**config.mk**
```make
export PLATFORM = sky130hd
export DESIGN_NAME = neuron_train_sequencer
export DESIGN_NICKNAME = d
export VERILOG_FILES = /design/src/rtl/neuron_pkg.sv /design/src/rtl/neuron_train_counter.sv /design/src/rtl/neuron_train_sequencer.sv
export SDC_FILE = /design/constraint.sdc
export NUM_CORES = 1
export LEC_CHECK = 0
export CAP_MARGIN = 15
export CORE_MARGIN = 5
export CORE_UTILIZATION = 49
export DETAILED_ROUTE_END_ITERATION = 7
export GPL_TIMING_DRIVEN = 0
export MAX_ROUTING_LAYER = met4
export PLACE_DENSITY = 0.8
export SLEW_MARGIN = 20
export SYNTH_ARGS = -nofsm -noshare
export SYNTH_HDL_FRONTEND = slang
export SYNTH_SLANG_ARGS = --single-unit
```
**constraint.sdc**
```tcl
create_clock -name clk -period 2.31 [get_ports clk]
set_input_delay 0.231 -clock clk [delete_from_list [all_inputs] [get_ports clk]]
set_output_delay 0.231 -clock clk [all_outputs]
set_load 0.1 [all_outputs]
```
**src/rtl/neuron_pkg.sv**
```systemverilog
`default_nettype none
// ============================================================================
// Module      : neuron_pkg
// Description : Shared definitions for the two-input neuron training block:
//               controller state encoding, datapath term-select encodings
//               and default widths/limits.
// Revision    : 1.0 - initial release
// ============================================================================
package neuron_pkg;

    // Default sizing of the training controller.
    localparam int DEF_N_SAMPLES  = 4;
    localparam int DEF_ADDR_W     = 2;
    localparam int DEF_MAX_EPOCHS = 16;
    localparam int DEF_EPOCH_W    = 5;

    // Term selected onto the shared multiply/accumulate path.
    // Encoding 3 is unused.
    localparam logic [1:0] SEL_B  = 2'd0;  // bias term (x = 1)
    localparam logic [1:0] SEL_W1 = 2'd1;  // w1 * x1
    localparam logic [1:0] SEL_W2 = 2'd2;  // w2 * x2

    // Training controller states.
    typedef enum logic [3:0] {
        S_IDLE      = 4'd0,
        S_INIT      = 4'd1,
        S_ACC_B     = 4'd2,
        S_ACC_W1    = 4'd3,
        S_ACC_W2    = 4'd4,
        S_CHECK     = 4'd5,
        S_UPD_B     = 4'd6,
        S_UPD_W1    = 4'd7,
        S_UPD_W2    = 4'd8,
        S_NEXT      = 4'd9,
        S_EPOCH_END = 4'd10,
        S_FINISH    = 4'd11
    } state_t;

endpackage : neuron_pkg
`default_nettype wire

```
**src/rtl/neuron_train_counter.sv**
```systemverilog
`default_nettype none
// ============================================================================
// Module      : neuron_train_counter
// Description : Sample-address and epoch counters for the training
//               controller. Clear has priority over increment. The address
//               counter saturates at N_SAMPLES-1 so it can never index past
//               the sample store.
// Ports       : clk, rst          - clock, synchronous active-high reset
//               i_addr_clr/inc    - sample address clear / increment
//               i_epoch_clr/inc   - epoch counter clear / increment
//               o_addr, o_epoch   - current counter values
//               o_addr_last       - address is the last sample of an epoch
//               o_epoch_last      - one more epoch reaches MAX_EPOCHS
// Revision    : 1.0 - initial release
// ============================================================================
module neuron_train_counter
    import neuron_pkg::*;
#(
    parameter int N_SAMPLES  = DEF_N_SAMPLES,
    parameter int ADDR_W     = DEF_ADDR_W,
    parameter int MAX_EPOCHS = DEF_MAX_EPOCHS,
    parameter int EPOCH_W    = DEF_EPOCH_W
) (
    input  logic               clk,
    input  logic               rst,
    input  logic               i_addr_clr,
    input  logic               i_addr_inc,
    input  logic               i_epoch_clr,
    input  logic               i_epoch_inc,
    output logic [ADDR_W-1:0]  o_addr,
    output logic [EPOCH_W-1:0] o_epoch,
    output logic               o_addr_last,
    output logic               o_epoch_last
);

    localparam logic [ADDR_W-1:0]  c_ADDR_LAST  = ADDR_W'(N_SAMPLES - 1);
    localparam logic [EPOCH_W-1:0] c_EPOCH_LAST = EPOCH_W'(MAX_EPOCHS - 1);

    logic [ADDR_W-1:0]  r_addr;
    logic [EPOCH_W-1:0] r_epoch;
    logic               w_addr_last;

    assign w_addr_last = (r_addr == c_ADDR_LAST);

    always_ff @(posedge clk) begin
        if (rst) begin
            r_addr <= '0;
        end else if (i_addr_clr) begin
            r_addr <= '0;
        end else if (i_addr_inc && !w_addr_last) begin
            r_addr <= r_addr + 1'b1;
        end
    end

    always_ff @(posedge clk) begin
        if (rst) begin
            r_epoch <= '0;
        end else if (i_epoch_clr) begin
            r_epoch <= '0;
        end else if (i_epoch_inc) begin
            r_epoch <= r_epoch + 1'b1;
        end
    end

    assign o_addr       = r_addr;
    assign o_epoch      = r_epoch;
    assign o_addr_last  = w_addr_last;
    // epoch + 1 == MAX_EPOCHS, evaluated before the increment lands
    assign o_epoch_last = (r_epoch == c_EPOCH_LAST);

endmodule : neuron_train_counter
`default_nettype wire

```
**src/rtl/neuron_train_sequencer.sv**
```systemverilog
`default_nettype none
// ============================================================================
// Module      : neuron_train_sequencer
// Description : Training controller for the two-input neuron datapath.
//               Walks the sample store by address; for each sample it
//               accumulates bias, w1*x1 and w2*x2 into y_in, checks the
//               datapath's sign-mismatch flag and, on mismatch, issues the
//               bias/w1/w2 update strobes. Stops when an epoch is
//               mismatch-free or the epoch limit is reached.
// Ports       : clk, rst     - clock, synchronous active-high reset
//               start        - begin training (sampled in IDLE only)
//               mismatch     - datapath sign mismatch (sampled in CHECK only)
//               addr         - sample store index
//               init_regs    - clear b/w1/w2
//               acc_clr      - y_in loads instead of accumulating
//               sel_term     - term select (SEL_B/SEL_W1/SEL_W2)
//               ld_yin       - y_in load strobe
//               ld_b/w1/w2   - weight update strobes
//               ready        - idle, accepting start
//               done         - one-cycle end-of-training pulse
//               converged    - last run ended on an error-free epoch
//               epoch        - epochs completed in current/last run
// Revision    : 1.0 - initial release
// ============================================================================
module neuron_train_sequencer
    import neuron_pkg::*;
#(
    parameter int N_SAMPLES  = DEF_N_SAMPLES,
    parameter int ADDR_W     = DEF_ADDR_W,
    parameter int MAX_EPOCHS = DEF_MAX_EPOCHS,
    parameter int EPOCH_W    = DEF_EPOCH_W
) (
    input  logic               clk,
    input  logic               rst,
    input  logic               start,
    input  logic               mismatch,
    output logic [ADDR_W-1:0]  addr,
    output logic               init_regs,
    output logic               acc_clr,
    output logic [1:0]         sel_term,
    output logic               ld_yin,
    output logic               ld_b,
    output logic               ld_w1,
    output logic               ld_w2,
    output logic               ready,
    output logic               done,
    output logic               converged,
    output logic [EPOCH_W-1:0] epoch
);

    state_t r_state;
    state_t w_state_nxt;

    logic r_err_flag;
    logic r_converged;

    logic w_addr_clr;
    logic w_addr_inc;
    logic w_epoch_clr;
    logic w_epoch_inc;
    logic w_addr_last;
    logic w_epoch_last;
    logic w_err_set;
    logic w_err_clr;
    logic w_conv_set;
    logic w_conv_clr;

    neuron_train_counter #(
        .N_SAMPLES  (N_SAMPLES),
        .ADDR_W     (ADDR_W),
        .MAX_EPOCHS (MAX_EPOCHS),
        .EPOCH_W    (EPOCH_W)
    ) u_counter (
        .clk          (clk),
        .rst          (rst),
        .i_addr_clr   (w_addr_clr),
        .i_addr_inc   (w_addr_inc),
        .i_epoch_clr  (w_epoch_clr),
        .i_epoch_inc  (w_epoch_inc),
        .o_addr       (addr),
        .o_epoch      (epoch),
        .o_addr_last  (w_addr_last),
        .o_epoch_last (w_epoch_last)
    );

    // State register. Reset abandons any in-flight update sequence; the
    // datapath registers are left alone until the next INIT.
    always_ff @(posedge clk) begin
        if (rst) begin
            r_state <= S_IDLE;
        end else begin
            r_state <= w_state_nxt;
        end
    end

    // Next-state and Moore outputs.
    always_comb begin
        w_state_nxt = r_state;
        init_regs   = 1'b0;
        acc_clr     = 1'b0;
        sel_term    = SEL_B;
        ld_yin      = 1'b0;
        ld_b        = 1'b0;
        ld_w1       = 1'b0;
        ld_w2       = 1'b0;
        ready       = 1'b0;
        done        = 1'b0;
        w_addr_clr  = 1'b0;
        w_addr_inc  = 1'b0;
        w_epoch_clr = 1'b0;
        w_epoch_inc = 1'b0;
        w_err_set   = 1'b0;
        w_err_clr   = 1'b0;
        w_conv_set  = 1'b0;
        w_conv_clr  = 1'b0;

        case (r_state)
            S_IDLE: begin
                ready = 1'b1;
                if (start) begin
                    w_state_nxt = S_INIT;
                end
            end
            S_INIT: begin
                init_regs   = 1'b1;
                w_addr_clr  = 1'b1;
                w_epoch_clr = 1'b1;
                w_err_clr   = 1'b1;
                w_conv_clr  = 1'b1;
                w_state_nxt = S_ACC_B;
            end
            S_ACC_B: begin
                acc_clr     = 1'b1;
                sel_term    = SEL_B;
                ld_yin      = 1'b1;
                w_state_nxt = S_ACC_W1;
            end
            S_ACC_W1: begin
                sel_term    = SEL_W1;
                ld_yin      = 1'b1;
                w_state_nxt = S_ACC_W2;
            end
            S_ACC_W2: begin
                sel_term    = SEL_W2;
                ld_yin      = 1'b1;
                w_state_nxt = S_CHECK;
            end
            S_CHECK: begin
                if (mismatch) begin
                    w_err_set   = 1'b1;
                    w_state_nxt = S_UPD_B;
                end else begin
                    w_state_nxt = S_NEXT;
                end
            end
            S_UPD_B: begin
                ld_b        = 1'b1;
                w_state_nxt = S_UPD_W1;
            end
            S_UPD_W1: begin
                ld_w1       = 1'b1;
                w_state_nxt = S_UPD_W2;
            end
            S_UPD_W2: begin
                ld_w2       = 1'b1;
                w_state_nxt = S_NEXT;
            end
            S_NEXT: begin
                if (w_addr_last) begin
                    w_state_nxt = S_EPOCH_END;
                end else begin
                    w_addr_inc  = 1'b1;
                    w_state_nxt = S_ACC_B;
                end
            end
            S_EPOCH_END: begin
                w_epoch_inc = 1'b1;
                if (!r_err_flag) begin
                    w_conv_set  = 1'b1;
                    w_state_nxt = S_FINISH;
                end else if (w_epoch_last) begin
                    w_conv_clr  = 1'b1;
                    w_state_nxt = S_FINISH;
                end else begin
                    w_err_clr   = 1'b1;
                    w_addr_clr  = 1'b1;
                    w_state_nxt = S_ACC_B;
                end
            end
            S_FINISH: begin
                done        = 1'b1;
                w_state_nxt = S_IDLE;
            end
            default: begin
                w_state_nxt = S_IDLE;
            end
        endcase
    end

    // Per-epoch error flag and sticky convergence result.
    always_ff @(posedge clk) begin
        if (rst) begin
            r_err_flag  <= 1'b0;
            r_converged <= 1'b0;
        end else begin
            if (w_err_clr) begin
                r_err_flag <= 1'b0;
            end else if (w_err_set) begin
                r_err_flag <= 1'b1;
            end
            if (w_conv_clr) begin
                r_converged <= 1'b0;
            end else if (w_conv_set) begin
                r_converged <= 1'b1;
            end
        end
    end

    assign converged = r_converged;

endmodule : neuron_train_sequencer
`default_nettype wire

```
==> flow_summary.json <==
{
  "cp.required_ns": 2.08,
  "grtUsageTotal_pct": 16.9,
  "cts_sinks": 13,
  "core_sq_mm": 0.00149,
  "seq_power_share_pct": 44.6,
  "ff2ff_setup_slack_ns": 0.75,
  "grt_antenna_before_repair": 0,
  "status": "finished clean",
  "std_cell_rows": 14,
  "power.switching_mw": 0.193,
  "synth_seq_cells": 13,
  "grt_start_max_net_pins": 11,
  "p_per_area_mw_per_mm2": 521,
  "multi_input_area_sq_um": 474,
  "path_clk_slew_ns": 0.08,
  "setup_violations": 0,
  "crit_path_max_fanout": 7,
  "setup_ws_ns": 0.140,
  "clockBufferDepth": 2,
  "finalCriticalPeriod_ns": 2.17,
  "pwr-share-clk_pct": 26.9,
  "worstMarginPinSlew_ns": 0.966,
  "cts_tree": "built",
  "hold_path.class": "reg -> reg",
  "gp_congestion": 0.816,
  "drv_cap": 0,
  "drt-pass1-iter-count": 4,
  "seq_area_sq_um": 260,
  "fmax_mhz": 461,
  "dpl_cell_area_sq_mm": 0.00101,
  "routed_wl_microns": 1750,
  "cts_buffers": 3,
  "hold_slack_ns": 0.487,
  "vias_per_cell": 5.78,
  "cts_root_buf": "clkbuf_4",
  "relSlewSlack_pct": 35.4,
  "synthSimpleGateAreaFrac_pct": 34.9,
  "final_cell_mix": "13 x dfxtp_1, 11 x clkdlybuf4s50_1, 9 x nor2_1",
  "io_buffers": 21,
  "fillCellCount": 138,
  "hold_viol_final": 0,
  "ant_nets": 0,
  "p_int_mw": 0.333,
  "slowest_stage": "dlygate4sd2_1",
  "synthAdderAreaFrac_pct": 4.96,
  "placed_cells": 130,
  "crit_type": "reg -> out",
  "antennaDiodeCount": 0,
  "wl_per_cell_microns": 13.1,
  "synthDistinctLibCells": 37,
  "initial_core_util_pct": 50.8,
  "swShare_pct": 36.6,
  "dr_total_vias": 775,
  "finalSetupTns_ns": 0,
  "fin_crit_sh_pct": 94.0,
  "grt_pass1_wl_microns": 3130,
  "worst-path-buf-inv": 1,
  "synth_area_leaders": "dfxtp_1 34%, a21oi_1 5.3%, ha_1 5.0%, nor2_1 4.5%, nand2b_1 3.3%",
  "drive_gt1_share_pct": 15.3,
  "synth_top_area_share_pct": 34.4,
  "finalMaxSlewViolations": 0,
  "synth_top_family_by_area": "simple AND/OR/NAND/NOR gates",
  "setup.worst_path.start_class": "flip-flop",
  "die_w_microns": 49.3,
  "vdd_drop_max_uv": 475,
  "syn_inst": 93,
  "die_height_microns": 49.3,
  "die_area_sq_mm": 0.00243,
  "synthMuxAreaShare_pct": 1.32,
  "crit_path_end_kind": "primary output",
  "grt-ovfl-total": 0,
  "dp_hpwl_microns": 1330,
  "grt_pass1_vias": 732,
  "post_cts_buffers": 0,
  "synth_warnings": 0,
  "pre_cts_slack_ns": -0.243,
  "arrival_ns": 1.94,
  "path_cells": "nor4b_2 > dlygate4sd2_1",
  "synthXorXnorAreaFrac_pct": 1.16,
  "synth.largest_area_cell": "dfxtp_1",
  "cp_slowest_stage_delay_ns": 0.90,
  "drc": 0,
  "syn2layout_area_growth_pct": 33.4,
  "p_comb_share_pct": 28.6,
  "syn_area_sq_um": 757,
  "leakage_nw": 0.379,
  "synth_compound_area_share_pct": 17.9,
  "ys_seq_area_share_pct": 34.4,
  "htreeDepth": 1,
  "synth_nets": 100,
  "drtIter0Drc": 17,
  "synth_area_per_cell_sq_um": 8.14,
  "ios": 22,
  "crit_family": "buffers and inverters",
  "layout.cells.non_filler": 134,
  "clock_latency_ns": 0.28,
  "finish.utilization_pct": 67.8,
  "design_area_sq_mm": 0.00101,
  "skew_ns": 0.00184,
  "fin_nets": 126,
  "final_common_cell": "dfxtp_1",
  "fin_total_pwr_mw": 0.526,
  "rsz0062_at_grt": "false"
}
[sequential cells by signal, indices dropped and copies added, names as in the netlist]
signal and flops:
u_counter.o_epoch 5, r_state 4, u_counter.o_addr 2, converged 1
r_err_flag 1
[cell type report]
class / count / share of cell area (%)
plain buffers: 6 / 2.73
multi-input cells: 70 / 47.0
well taps: 16 / 1.98
inverters: 4 / 1.49
clock buffers: 4 / 2.60
flip-flops and latches: 13 / 25.8
repair buffers: 21 / 18.5
[power by group through the flow]
stage               combinational [mW]  clock, mW  sequential, mW
floorplan                        0.122          0           0.239
global placement                 0.155          0           0.239
detailed placement               0.156          0           0.240
CTS                              0.152      0.145           0.234
global route                     0.160      0.156           0.236
finish                           0.150      0.141           0.235
[cell families after synthesis]
family                     Yosys count
adders and majority gates            3
buffers and inverters               10
muxes                                1
DFF                                 13
AOI/OAI and AO/OA                   22
xor gates and xnor gates             1
and+or+nand+nor                     43
[final timing paths]
| check | start | end | cells after the start |
|---|---|---|---|
| min reg2reg | converged$_SDFFE_PP0P_ | converged$_SDFFE_PP0P_ | 2 |
| min | converged$_SDFFE_PP0P_ | converged$_SDFFE_PP0P_ | 2 |
| max reg2reg | u_counter.o_epoch[0]$_SDFFE_PP0P_ | r_state[3]$_SDFFE_PP0P_ | 6 |
| max | r_state[2]$_SDFFE_PP0P_ | init_regs | 2 |
[cell usage after synthesis]
| master | n |
|---|---|
| a31oi_1 | 1 |
| ha_1 | 3 |
| nor2b_1 | 3 |
| a221o_1 | 1 |
| inv_1 | 4 |
| clkbuf_1 | 5 |
| or4b_1 | 1 |
| and2_1 | 1 |
| o31ai_1 | 2 |
| nand4bb_1 | 1 |
| nor4_1 | 1 |
| nand2_1 | 6 |
| or2_1 | 2 |
| o21ai_1 | 2 |
| and3_1 | 1 |
| nor3b_1 | 1 |
| and3b_1 | 1 |
| and4bb_1 | 1 |
| a311o_1 | 1 |
| nor4bb_1 | 2 |
| a211oi_1 | 1 |
| mux2i_1 | 1 |
| dfxtp_1 | 13 |
| nand2b_1 | 4 |
| nor2_1 | 9 |
| nor3_1 | 3 |
| nor4b_2 | 1 |
| or3_1 | 2 |
| a32oi_1 | 1 |
| xnor2_1 | 1 |
| or4_1 | 1 |
| nand3_1 | 1 |
| a21o_1 | 1 |
| o21ai_0 | 4 |
| nand3b_1 | 1 |
| buf_4 | 1 |
| a21oi_1 | 8 |
[worst register-to-register path, stage by stage (launching register included)]
cell and delay [ns]:
dfxtp_1 0.34, ha_1 0.22, and3_1 0.19, ha_1 0.20
nand3b_1 0.17, a32oi_1 0.22, a21oi_1 0.10
[routing by layer]
metal | GRT usage, % | vias to the layer above | routed length (microns)
met5 | - | - | 0
met2 | 26.2 | 28 | 800
met4 | 12.1 | 0 | 59
met1 | 19.4 | 358 | 790
li1 | - | 384 | -
met3 | 2.75 | 5 | 102
[repair_timing]
action | CTS | global route
hold buffers | 0 | 0
endpoints found under the hold margin | 0 | 0
resized for setup | 26 | 10
setup endpoints to repair | 10 | 5
Power figures use the tool's default switching activity.
